File: config.mk
export PLATFORM = sky130hd
export DESIGN_NAME = core_switch_arbiter
export DESIGN_NICKNAME = d
export VERILOG_FILES = /design/src/rtl/core_switch_pkg.sv /design/src/rtl/heartbeat_filter.sv /design/src/rtl/core_switch_arbiter.sv
export SDC_FILE = /design/constraint.sdc
export NUM_CORES = 1
export LEC_CHECK = 0
export CORE_MARGIN = 1.5
export CORE_UTILIZATION = 58
export DETAILED_ROUTE_END_ITERATION = 10
export GPL_ROUTABILITY_DRIVEN = 0
export PLACE_DENSITY = 0.89
export SETUP_SLACK_MARGIN = 0.3
export SLEW_MARGIN = 20
export SYNTH_ARGS = -nofsm -noshare
export SYNTH_HDL_FRONTEND = slang
export SYNTH_SLANG_ARGS = --single-unit
File: constraint.sdc
create_clock -name clk -period 2.5 [get_ports clk]
set_clock_uncertainty 0.2 [all_clocks]
set_input_delay 0.25 -clock clk [delete_from_list [all_inputs] [get_ports clk]]
set_output_delay 0.25 -clock clk [all_outputs]
set_load 0.05 [all_outputs]
File: src/rtl/core_switch_pkg.sv
// Shared types and defaults for the redundant-core switch arbiter.
package core_switch_pkg;

  localparam int unsigned DEF_PERIOD         = 50000;
  localparam int unsigned DEF_DETECT_PERIODS = 3;
  localparam int unsigned DEF_GUARD_CYCLES   = 16;
  localparam int unsigned SWITCH_CNT_W       = 8;

  typedef enum logic [2:0] {
    CS_INIT,
    CS_OWN_A,
    CS_GUARD_TO_B,
    CS_OWN_B,
    CS_GUARD_TO_A
  } cs_state_t;

  // Counter width able to hold 0..n-1, never narrower than one bit.
  function automatic int unsigned cnt_width(input int unsigned n);
    return (n > 1) ? $clog2(n) : 1;
  endfunction

endpackage

File: src/rtl/heartbeat_filter.sv
// Debounces one heartbeat health flag: the output follows the input only after
// the input has disagreed with it for WINDOW consecutive clocks.
module heartbeat_filter
  import core_switch_pkg::*;
#(
  parameter int unsigned WINDOW   = DEF_DETECT_PERIODS * DEF_PERIOD,
  parameter bit          INIT_VAL = 1'b1
) (
  input  logic clk,
  input  logic rst_n,
  input  logic raw,
  output logic filt
);

  localparam int unsigned      CW   = cnt_width(WINDOW);
  localparam logic [CW-1:0]    LAST = CW'(WINDOW - 1);

  logic [CW-1:0] cnt_q;
  logic          filt_q;

  // NOTE: sequential state uses non-blocking assignments only, so every
  // register samples the values from before the edge regardless of order.
  always_ff @(posedge clk) begin
    if (!rst_n) begin
      cnt_q  <= '0;
      filt_q <= INIT_VAL;
    end else if (raw == filt_q) begin
      cnt_q <= '0;
    end else if (cnt_q == LAST) begin
      filt_q <= raw;
      cnt_q  <= '0;
    end else begin
      cnt_q <= cnt_q + 1'b1;
    end
  end

  assign filt = filt_q;

endmodule

File: src/rtl/core_switch_arbiter.sv
// Chooses which redundant core owns the shared I/O, with break-before-make
// guard intervals. Define CORE_SWITCH_REVERT_EN for revertive (back-to-A) mode.
module core_switch_arbiter
  import core_switch_pkg::*;
#(
  parameter int unsigned PERIOD         = DEF_PERIOD,
  parameter int unsigned DETECT_PERIODS = DEF_DETECT_PERIODS,
  parameter int unsigned GUARD_CYCLES   = DEF_GUARD_CYCLES
) (
  input  logic                    clk,
  input  logic                    rst_n,
  input  logic                    healthy_a,
  input  logic                    healthy_b,
  input  logic                    force_req,
  input  logic                    force_sel,
  output logic                    sel_a,
  output logic                    sel_b,
  output logic                    switching,
  output logic                    fault,
  output logic [SWITCH_CNT_W-1:0] switch_count
);

  localparam int unsigned   WINDOW     = DETECT_PERIODS * PERIOD;
  localparam int unsigned   GW         = cnt_width(GUARD_CYCLES);
  localparam logic [GW-1:0] GUARD_LAST = GW'(GUARD_CYCLES - 1);

  logic filt_a, filt_b;

  heartbeat_filter #(.WINDOW(WINDOW), .INIT_VAL(1'b1)) u_filt_a (
    .clk  (clk),
    .rst_n(rst_n),
    .raw  (healthy_a),
    .filt (filt_a)
  );

  heartbeat_filter #(.WINDOW(WINDOW), .INIT_VAL(1'b1)) u_filt_b (
    .clk  (clk),
    .rst_n(rst_n),
    .raw  (healthy_b),
    .filt (filt_b)
  );

  cs_state_t               state_q;
  logic [GW-1:0]           guard_q;
  logic [SWITCH_CNT_W-1:0] count_q;
  logic                    sel_a_q, sel_b_q, switching_q, fault_q;
  logic                    force_to_a, force_to_b, go_a, go_b;

`ifdef CORE_SWITCH_REVERT_EN
  logic a_prev_q, rec_q, a_rise;
  assign a_rise = filt_a & ~a_prev_q;

  // Revert only after A has genuinely recovered through the filter, not when
  // B was forced in while A was still healthy.
  always_ff @(posedge clk) begin
    if (!rst_n) begin
      a_prev_q <= 1'b1;
      rec_q    <= 1'b0;
    end else begin
      a_prev_q <= filt_a;
      if (state_q == CS_OWN_A && go_b) rec_q <= 1'b0;
      else if (a_rise)                 rec_q <= 1'b1;
    end
  end
`endif

  // NOTE: every always_comb output is assigned a default first, so no path
  // can leave it unassigned and infer a latch.
  always_comb begin
    force_to_a = force_req & ~force_sel;
    force_to_b = force_req & force_sel;
    go_b       = filt_b & (~filt_a | force_to_b);
    go_a       = filt_a & (~filt_b | force_to_a);
`ifdef CORE_SWITCH_REVERT_EN
    go_a       = go_a | (filt_a & (rec_q | a_rise) & ~force_to_b);
`endif
  end

  // Outputs are decoded from the registered state, so they lag it by a clock.
  always_ff @(posedge clk) begin
    if (!rst_n) begin
      state_q     <= CS_INIT;
      guard_q     <= '0;
      count_q     <= '0;
      sel_a_q     <= 1'b0;
      sel_b_q     <= 1'b0;
      switching_q <= 1'b0;
      fault_q     <= 1'b0;
    end else begin
      sel_a_q     <= (state_q == CS_OWN_A);
      sel_b_q     <= (state_q == CS_OWN_B);
      switching_q <= (state_q == CS_GUARD_TO_A) || (state_q == CS_GUARD_TO_B);
      fault_q     <= ~filt_a & ~filt_b;

      case (state_q)
        CS_INIT: state_q <= (filt_a || !filt_b) ? CS_OWN_A : CS_OWN_B;
        CS_OWN_A: begin
          if (go_b) begin
            state_q <= CS_GUARD_TO_B;
            guard_q <= '0;
          end
        end
        CS_OWN_B: begin
          if (go_a) begin
            state_q <= CS_GUARD_TO_A;
            guard_q <= '0;
          end
        end
        CS_GUARD_TO_A, CS_GUARD_TO_B: begin
          if (guard_q == GUARD_LAST) begin
            state_q <= (state_q == CS_GUARD_TO_B) ? CS_OWN_B : CS_OWN_A;
            guard_q <= '0;
            if (count_q != '1) count_q <= count_q + 1'b1;
          end else begin
            guard_q <= guard_q + 1'b1;
          end
        end
        default: state_q <= CS_INIT;
      endcase
    end
  end

  assign sel_a        = sel_a_q;
  assign sel_b        = sel_b_q;
  assign switching    = switching_q;
  assign fault        = fault_q;
  assign switch_count = count_q;

endmodule
Yosys cells after proc, flatten, opt, wreduce, memory -nomap -nowiden
Cells that the tools add are included.
{"block": "totals", "word_cells": 64, "inputBits": 6, "register_bits": 57}
{"block": "classes", "muxes": 10, "add_sub_neg": 4, "reduce_logical": 13, "bitwise_logic": 13, "eq_ne": 13}
{"operator": "adder 18 x 1 -> 18 bit, second input constant", "n": 2}
{"operator": "== test 18 bit, second input constant", "n": 2}
{"operator": "two-way mux 4 bit", "n": 3}
{"operator": "case mux 3 bit (4 select lines)", "n": 1}
{"operator": "case mux 4 bit (3 select lines)", "n": 1}
{"operator": "two-way mux 3 bit", "n": 3}
{"operator": "AND reduction 3 bit", "n": 3}
{"operator": "adder 8 x 1 -> 8 bit, second input constant", "n": 1}
{"operator": "!= test 8 bit, second input constant", "n": 1}
{"operator": "== test 3 x 2 -> 1 bit, second input constant", "n": 2}
{"operator": "!= test 2 bit, second input constant", "n": 3}
{"operator": "NOT 1 bit", "n": 6}
{"operator": "OR reduction 3 bit", "n": 2}
{"operator": "bitwise AND 1 bit", "n": 5}
{"operator": "adder 4 x 1 -> 4 bit, second input constant", "n": 1}
{"operator": "== test 4 bit, second input constant", "n": 1}
{"operator": "two-way mux 2 bit", "n": 2}
{"operator": "AND reduction 2 bit", "n": 2}
{"operator": "== test 3 x 1 -> 1 bit, second input constant", "n": 1}
{"operator": "== test 3 bit, second input constant", "n": 1}
{"operator": "zero test 3 bit", "n": 1}
{"operator": "nonzero test 3 bit", "n": 1}
{"operator": "== test 1 bit", "n": 2}
{"operator": "logical OR 1 bit", "n": 2}
{"operator": "other kinds (3)", "n": 4}

Longest topological paths before layout
{"block": "logic_depth", "word_depth": 6, "mapped_depth": 6, "mapped_depth_nobuf": 5}

Cells and area by module
From an unflattened synthesis, not the netlist that was laid out.
{"block": "unflattened", "hier_cells": 324, "hier_area_um2": 2845.2}
{"mod": "heartbeat_filter", "n_inst": 2, "area_each_um2": 900.9, "cells_per_inst": 101}
{"mod": "core_switch_arbiter", "n_inst": 1, "area_each_um2": 1043.5, "cells_per_inst": 122}

Worst setup path after synthesis
No wires, ideal clock.
{"block": "synth_timing", "kind": "register to register", "from": "register u_filt_b.cnt_q[4]", "to": "register u_filt_b.cnt_q[9]", "t_arrival_ps": 1789, "required_ps": 2185, "path_buffers": 1, "stages_incl_launch_ff": 6, "slack_ps": 396, "path_cell_list": "dfxtp_1 -> or4_1 -> or4_4 -> o21ai_4 -> buf_6 -> nor2_1"}
{"block": "synth_via", "elab_chain_len": 2, "elab_cells_between_ends": 3}
{"element": "start, declared", "line_no": "heartbeat_filter.sv:18", "text": "logic [CW-1:0] cnt_q;"}
{"element": "start signal, assigned", "line_no": "heartbeat_filter.sv:33", "text": "cnt_q <= cnt_q + 1'b1;"}
{"element": "branches (longest 2 deep; another with adder 18 x 1 -> 18 bit)"}
Parallel ways; which one is timed is not known.
A chain may end at the register's enable or synchronous reset.

Worst setup path after layout
{"block": "layout_timing", "from": "register u_filt_b.cnt_q[4]", "to": "register u_filt_b.cnt_q[5]"}
The elaborated chain is that of the path after synthesis.

==> impl_metrics.yaml <==
outcome:
  status: "finished, final reports clean"
route:
  dr.pass1.iters: 7
  drtIter0Drc: 258
  ant_nets: 0
  drc: 0
  drt-wirelength-per-cell_um: 14.4
  finalWirelength_um: 5550
  vias: 2318
  viasPerCell: 6.04
worst_setup_path:
  slowest_stage: "or4_4"
  crit_required_ns: 2.53
  crit_path_max_incr_delay_ns: 0.55
  cp_data_arrival_time_ns: 2.15
  path_delay_family: "simple AND/OR/NAND/NOR gates"
  endpoint_kind: "flop"
  crit_buf_inv: 1
  crit_chain: "or4_1, or4_4, o21ai_4, buf_12, nor2_1"
  start_kind: "flop"
  worstSetupPathType: "reg -> reg"
  crit_fanout: 16
  rrSetupSlack_ns: 0.38
sta:
  fin_crit_ns: 2.12
  slew_headroom: 0.671
  setup_viol: 0
  tightestPinTransition_ns: 0.490
  final_hold_viol_count: 0
  setup_tns_ns: 0
  max_freq_mhz: 472
  post-route-period-util: 0.848
  drv_slew: 0
  rsz0062_at_grt: "no"
final_layout:
  final_core_utilization: 0.708
  nNetsFinal: 337
  multi_input_area_sq_um: 1430
  n_antenna_cell: 0
  drive_gt1_frac: 0.0843
  fillers: 344
  syn2layout_area_growth_pct: 16.7
  seq_area_sq_um: 1140
clock_tree:
  clock_latency_ns: 0.34
  numClockSinks: 57
  htree_levels: 3
  clock_path_buffers: 2
  clkTransAtPathRegs_ns: 0.06
  cts_tree: "done"
  cts_root_buf: "clkbuf_8"
  numCtsBuffers: 9
  cts_hold_buf: 0
floorplanning:
  die_area_sq_um: 5000
  coreArea_sq_um: 4380
  ios: 18
  die_w_um: 70.7
  rows: 24
  start_util: 0.607
  die_h_um: 70.7
yosys:
  yosysTopAreaCellShare: 0.429
  netlist_area_sq_um: 2660
  yosys-top-cells-count: "dfxtp_1 (57), nor2_1 (39), xnor2_1 (22)"
  synth_area_leaders: "dfxtp_1 (43%), xnor2_1 (7.2%), nor2_1 (5.5%)"
  syn-num-nets: 314
  synth_compound_area_frac: 0.119
  yosysMostFrequentCell: "dfxtp_1"
  ys_warn_count: 0
  yosysTopAreaCell: "dfxtp_1"
  yosys.area_share.simple: 0.279
  ys_ff_latch: 57
  netlist_instances: 304
  synth_edf_count: 0
  synth_top_family_by_area: "simple AND/OR/NAND/NOR gates"
  synth_ff_type: "dfxtp_1"
  yosys.area_share.adder: 0.0188
  postSynth.asyncResetShare: 0
  synth.distinct_cells: 48
  ys_seq_area_frac: 0.429
  synth_xor_area_frac: 0.105
  synth_mux_area_frac: 0.0113
  syn_area_per_cell_sq_um: 8.75
global_route:
  grt_pass1_wl_um: 9560
  grt_pass1_vias: 2118
  antenna_found_initial: 0
  grt_max_degree: 20
  track_usage: 0.238
  overflow: 0
power:
  p_per_area_nw_per_um2: 588
  p_leak_nw: 1.04
  vdd_drop_max_v: 0.000329
hold_path:
  min_path_type: "reg -> reg"
place:
  io_buffers: 17
  dp_hpwl_um: 3570
run:
  drv_cap: 0
[cell usage in the layout (no fill, tap or decap), types with 2 or more instances in the layout]
cell              n
xor2_1           10
clkdlybuf4s50_1  17
or4_1             4
a21oi_1           9
nor3b_1           2
dfxtp_1          57
or3_1             3
o41ai_1           2
and4_1            5
inv_1            13
o31ai_1           3
nand2_1          14
o21ai_0           8
and3_1            6
o2111a_1          2
mux2i_1           3
nor2_1           39
nand2b_1          3
buf_4             4
clkinv_2          2
xnor2_1          22
nand3_1          18
o311ai_0          3
nor4_1           13
ha_1              4
nor3_1           13
a31o_2            3
nand4_1          14
clkbuf_8         13
[path summary, 6_finish.rpt]
kind	to	cells past startpoint	start
setup reg to reg	u_filt_b.cnt_q[5]	5	u_filt_b.cnt_q[4]
setup / recovery	u_filt_b.cnt_q[5]	5	u_filt_b.cnt_q[4]
hold reg to reg	u_filt_b.cnt_q[0]	1	u_filt_b.cnt_q[0]
hold / removal	u_filt_b.cnt_q[0]	1	u_filt_b.cnt_q[0]
[worst register-to-register path, delay by kind of cell, from the launching register on]
family,cells,cell delay [ns]
buffers and inverters,1,0.15
AND/OR/NAND/NOR,3,1.14
flip-flops,1,0.36
AO/OA/AOI/OAI,1,0.16
[cells by family after synthesis]
logic type | count (synthesis)
buf+inv | 24
fa+ha+maj | 4
simple gates | 141
xor+xnor | 32
compound gates | 43
flops | 57
mux | 3
[where the power goes]
part / switching (W) / total, W / internal, W
registers: 0.0000119 / 0.000928 / 0.000916
logic: 0.0000415 / 0.0000725 / 0.0000310
clock network: 0.000359 / 0.000824 / 0.000465
total: 0.000413 / 0.00182 / 0.00141
[registers in the layout (all words and copies together), names as in the netlist]
register        cells
sel_a               1
u_filt_a.filt       1
switch_count        8
u_filt_b.filt       1
state_q             3
guard_q             4
u_filt_b.cnt_q     18
u_filt_a.cnt_q     18
fault               1
switching           1
sel_b               1
[per-layer routing]
metal	share of wire	wire length, um	GRT usage
met4	0.025	138	0.134
met1	0.46	2570	0.310
met5	0	0	0
met2	0.46	2580	0.362
met3	0.047	260	0.0584
[per-stage QoR]
step	worst slack [ns]	total power (W)	cells	instance area [sq um]	hold slack, ns
6_report	0.381	0.00182	384	3100	0.265
5_1_grt	0.303	0.00188	384	3100	0.327
4_1_cts	0.366	0.00183	384	3090	0.265
3_5_place_dp	0.253	0.00101	367	2880	0.252
3_3_place_gp	0.292	0.00101	367	2880	0.237
2_1_floorplan	0.396	0.000990	304	2660	0.230
[final cells by class]
cell class                 count  area share
multi-input combinational    223       0.461
tap                           52      0.0210
inverter                      14      0.0169
timing repair buffer          22      0.0710
clock buffer                  14      0.0589
clock inverter                 2     0.00323
sequential                    57       0.368
[timing repair]
item | CTS | global route
setup endpoints to repair | 16 | 7
gates resized for setup | 0 | 2
pin swaps | 1 | 0
setup buffers | 1 | 0
Power figures use the tool's default switching activity.
